## src/rtl/sd_spi_shift.sv

```systemverilog
// sd_spi_shift: SPI mode-0 clock divider and 8-bit full-duplex shifter.
// A start may arrive in the same cycle as done, so consecutive bytes run back to back
// without stretching the spi_clk period.
module sd_spi_shift #(
   parameter int CLK_DIV = 32
) (
   input  logic       clk_i,
   input  logic       rst_ni,
   input  logic       start_i,
   input  logic [7:0] tx_byte_i,
   input  logic       cs_hold_i,
   input  logic       spi_do_i,
   output logic       busy_o,
   output logic       done_o,
   output logic [7:0] rx_byte_o,
   output logic       spi_clk_o,
   output logic       spi_di_o,
   output logic       spi_cs_o
);

   localparam int              DIVW     = $clog2(CLK_DIV);
   localparam logic [DIVW-1:0] DIV_LAST = DIVW'(CLK_DIV - 1);

   logic [DIVW-1:0] divCnt_q, divCnt_d;
   logic            sclk_q, sclk_d;
   logic [2:0]      bitCnt_q, bitCnt_d;
   logic            busy_q, busy_d;
   logic [7:0]      txSh_q, txSh_d;
   logic [7:0]      rxSh_q, rxSh_d;
   logic            cs_q, cs_d;
   logic            tick;

   assign tick   = busy_q && (divCnt_q == DIV_LAST);
   assign done_o = tick && sclk_q && (bitCnt_q == 3'd7);

   // Next state: load on start, otherwise toggle spi_clk every CLK_DIV cycles, sampling on rise and shifting on fall.
   always_comb begin
      divCnt_d = divCnt_q;
      sclk_d   = sclk_q;
      bitCnt_d = bitCnt_q;
      busy_d   = busy_q;
      txSh_d   = txSh_q;
      rxSh_d   = rxSh_q;
      cs_d     = cs_q;
      if (start_i) begin
         busy_d   = 1'b1;
         divCnt_d = '0;
         sclk_d   = 1'b0;
         bitCnt_d = 3'd0;
         txSh_d   = tx_byte_i;
         cs_d     = cs_hold_i;
      end else if (busy_q) begin
         if (tick) begin
            divCnt_d = '0;
            sclk_d   = ~sclk_q;
            if (!sclk_q) begin
               rxSh_d = {rxSh_q[6:0], spi_do_i};
            end else begin
               txSh_d   = {txSh_q[6:0], 1'b1};
               bitCnt_d = bitCnt_q + 3'd1;
               if (bitCnt_q == 3'd7) begin
                  busy_d = 1'b0;
               end
            end
         end else begin
            divCnt_d = divCnt_q + 1'b1;
         end
      end
   end

   // State registers; reset parks the bus idle with the card deselected.
   always_ff @(posedge clk_i) begin
      if (!rst_ni) begin
         divCnt_q <= '0;
         sclk_q   <= 1'b0;
         bitCnt_q <= 3'd0;
         busy_q   <= 1'b0;
         txSh_q   <= 8'hFF;
         rxSh_q   <= 8'hFF;
         cs_q     <= 1'b1;
      end else begin
         divCnt_q <= divCnt_d;
         sclk_q   <= sclk_d;
         bitCnt_q <= bitCnt_d;
         busy_q   <= busy_d;
         txSh_q   <= txSh_d;
         rxSh_q   <= rxSh_d;
         cs_q     <= cs_d;
      end
   end

   assign busy_o    = busy_q;
   assign rx_byte_o = rxSh_q;
   assign spi_clk_o = sclk_q;
   assign spi_di_o  = busy_q ? txSh_q[7] : 1'b1;
   assign spi_cs_o  = cs_q;

endmodule

```

## config.mk

```make
export PLATFORM = sky130hd
export DESIGN_NAME = sd_spi_shift
export DESIGN_NICKNAME = d
export VERILOG_FILES = /design/src/rtl/sd_spi_shift.sv
export SDC_FILE = /design/constraint.sdc
export NUM_CORES = 1
export LEC_CHECK = 0
export ABC_AREA = 1
export CORE_UTILIZATION = 40
export CTS_CLUSTER_SIZE = 8
export DETAILED_ROUTE_END_ITERATION = 10
export GPL_ROUTABILITY_DRIVEN = 0
export PLACE_DENSITY = 0.69
export SYNTH_ARGS = -nofsm -noshare
export SYNTH_HDL_FRONTEND = slang
export SYNTH_SLANG_ARGS = --single-unit
```

## constraint.sdc

```tcl
create_clock -name clk_i -period 1.3 [get_ports clk_i]
set_input_delay 0.26 -clock clk_i [delete_from_list [all_inputs] [get_ports clk_i]]
set_output_delay 0.26 -clock clk_i [all_outputs]
set_load 0.03 [all_outputs]
```

==> reports/results.tsv <==
stage	metric	value	unit
drt	via_count	1161	
timing	slew_headroom	80.9	%
floorplanning	core.rowCount	19	
logic_synthesis	synth_fp_nets	176	
clocking	cts_hold_buf	0	
clocking	clockBufferDepth	2	
floorplanning	core	2810	sq um
critical_path	critical_path_class	reg -> out	
placed_design	dp.cells	226	
logic_synthesis	dominantRegCellSynth	dfxtp_1	
timing	rsz0062_at_grt	true	
timing	setup_ws	-0.427	ns
floorplanning	die_height	56.7	microns
floorplanning	dieWidth	56.7	microns
timing	holdWs	0.479	ns
timing	skew	0.00515	ns
critical_path	worstSetupStartpointType	flop	
timing	final.setup.tns	-6.91	ns
run	maxCapViolations	0	
grt	grt_max_degree	17	
placed_design	port-buffer-count	25	
logic_synthesis	synth-edff-count	0	
cells_and_area	final_common_cell	nand2_1	
cells_and_area	area_delta_synth_final	51.1	%
floorplanning	die_area	3220	sq um
timing	drv_slew	0	
power	power.density	799	nW/um^2
critical_path	worstSetupEndpointType	output pin	
floorplanning	start_util	42.7	%
grt	grt_first_pass_wirelength	4.42	mm
drt	drc	2	
timing	tightest_slew	0.286	ns
logic_synthesis	synth_top_cell_by_area	dfxtp_1	
critical_path	arrival	1.47	ns
logic_synthesis	syn_avg_cell_area	7.53	sq um
cells_and_area	mostFrequentLayoutCells	nand2_1, dfxtp_1, nand3_1, buf_4, a21oi_1	
timing	hold_viol	0	
logic_synthesis	netlist_area	1200	sq um
logic_synthesis	ys_seq_area_share	45.1	%
logic_synthesis	synthCells	159	
critical_path	cp_data_required_time	1.04	ns
logic_synthesis	ys_top_cells_by_area	dfxtp_1, nand2_1, nand3_1, a21oi_1, nor2_1	
logic_synthesis	synth.distinct_cells	23	
logic_synthesis	synth_top_area_share	45.1	%
timing	min_period	1.73	ns
logic_synthesis	synthArstFlopShare	0	%
cells_and_area	final_nets	224	
critical_path	critPathTopFamily	flip-flops	
power	finalPower	1440	uW
clocking	cts_max_level	1	
power	irDropWorstVdd	0.000450	V
critical_path	crit_fanout	2	
grt	overflow	0	
drt	ant_nets	0	
timing	setup_viol	27	
clocking	clk_latency	0.33	ns
floorplanning	io_pins	26	
drt	drt_wl_total	2.77	mm
critical_path	path_common_cell	ha_4	
outcome	status	complete, but fails checks	
clocking	numClockSinks	27	
cells_and_area	fin_cells	237	
logic_synthesis	ys_ff_latch	27	
drt	drt_iter0_markers	33	
placed_design	dpl.hpwl	1.88	mm
grt	grt_antenna_before_repair	0	
clocking	clkTransAtPathRegs	0.15	ns
drt	dr.pass1.iters	7	
timing	fmax	0.579	GHz
logic_synthesis	synth_warnings	0	
clocking	cts_made_buffers	3	
timing	finalCritPeriodShare	133	%
min_path	hp-class	in -> reg	
critical_path	cp_num_buf_inv	1	
clocking	cts_tree	yes	
placed_design	pre_cts_slack	-0.158	ns
clocking	cts-root-buf	clkbuf_4	
critical_path	crit_slowest_cell	dfxtp_2	
drt	detail_route.vias_per_cell	4.90	
drt	wl_per_cell	11.7	microns
power	p_leak	0.000802	uW
cells_and_area	drive_gt1_share	38.8	%
critical_path	critPathMaxStageDelay	0.38	ns
outcome	violations	design-rule violations, negative setup slack	
grt	grt_pass1_vias	1050	
grt	grt.total_usage	17.3	%
cells_and_area	diodes	0	
critical_path	crit_chain	ha_4 -> and3_4 -> ha_4 -> nand2_8 -> nor2_4 -> buf_6	
## where the power goes
part	switching (uW)	internal [uW]
Clock	261	118
Combinational	100	104
Sequential	9.65	852
## kinds of logic after synthesis
group                      after synthesis  synth area share [%]
AOI/OAI and AO/OA                       16                  6.90
adders and majority gates                4                  4.18
buffers and inverters                   20                  7.52
xor gates and xnor gates                 1                 0.732
DFF                                     27                  45.1
and+or+nand+nor                         91                  35.5
## area by class of cell
type | count | area [sq um]
multi-input combinational | 113 | 733
timing repair buffer | 46 | 385
inverter | 15 | 70.1
tap | 31 | 38.8
fill | 264 | 996
timing repair inverter | 1 | 6.26
clock buffer | 3 | 22.5
clock inverter | 1 | 7.51
sequential | 27 | 546
## per-stage QoR
stage               instance area, sq um  utilization (%)
floorplan                           1250                -
global placement                    1610             57.5
detailed placement                  1610             57.5
CTS                                 1710             61.0
global route                        1810             64.5
finish                              1810             64.5
## layer usage
| metal | track usage [%] | share of wire, % | vias to the layer above |
|---|---|---|---|
| met4 | 5.71 | 1.3 | 0 |
| met1 | 22.3 | 46 | 528 |
| met3 | 2.30 | 2.7 | 4 |
| met2 | 29.4 | 50 | 20 |
| met5 | 0 | 0 | - |
| li1 | - | - | 609 |
## cell usage after synthesis (2+ instances only)
| cell type | n |
|---|---|
| nand2_1 | 40 |
| a21oi_1 | 14 |
| buf_2 | 3 |
| inv_1 | 9 |
| inv_2 | 4 |
| nor2_1 | 14 |
| nand2_2 | 2 |
| ha_1 | 4 |
| buf_4 | 2 |
| dfxtp_1 | 27 |
| nand3_1 | 28 |
## path summary, 6_finish.rpt
kind,startpoint,to,slack [ns],depth (start not counted)
setup reg to reg,divCnt_q[1]$_SDFFE_PP0P_,txSh_q[0]$_SDFFE_PN1P_,-0.33,9
hold / removal,cs_hold_i,spi_cs_o$_SDFFE_PN1P_,0.48,3
setup / recovery,divCnt_q[1]$_SDFFE_PP0P_,done_o,-0.43,6
hold reg to reg,bitCnt_q[2]$_SDFFE_PP0P_,bitCnt_q[2]$_SDFFE_PP0P_,0.48,2
## repair_timing
action / in CTS / in global routing
cloned: 2 / 0
resized for setup: 32 / 47
pin swaps: 3 / 4
endpoints found under the setup margin: 31 / 33
setup buffers: 4 / 2
## worst register-to-register path: cells and delay by family (launching register included)
family,cells,cell delay [ns]
AND/OR/NAND/NOR,4,0.52
flip-flops,1,0.36
adder cells (fa/ha/maj),2,0.33
buffers and inverters,2,0.26
AO/OA/AOI/OAI,1,0.08
## flip-flops by register name, summed over array words and instances, names as in the netlist
signal and flops:
txSh_q 8, spi_cs_o 1, bitCnt_q 3, rx_byte_o 8, divCnt_q 5, spi_clk_o 1, busy_o 1
Note: power is estimated with default switching activity, not from simulation.
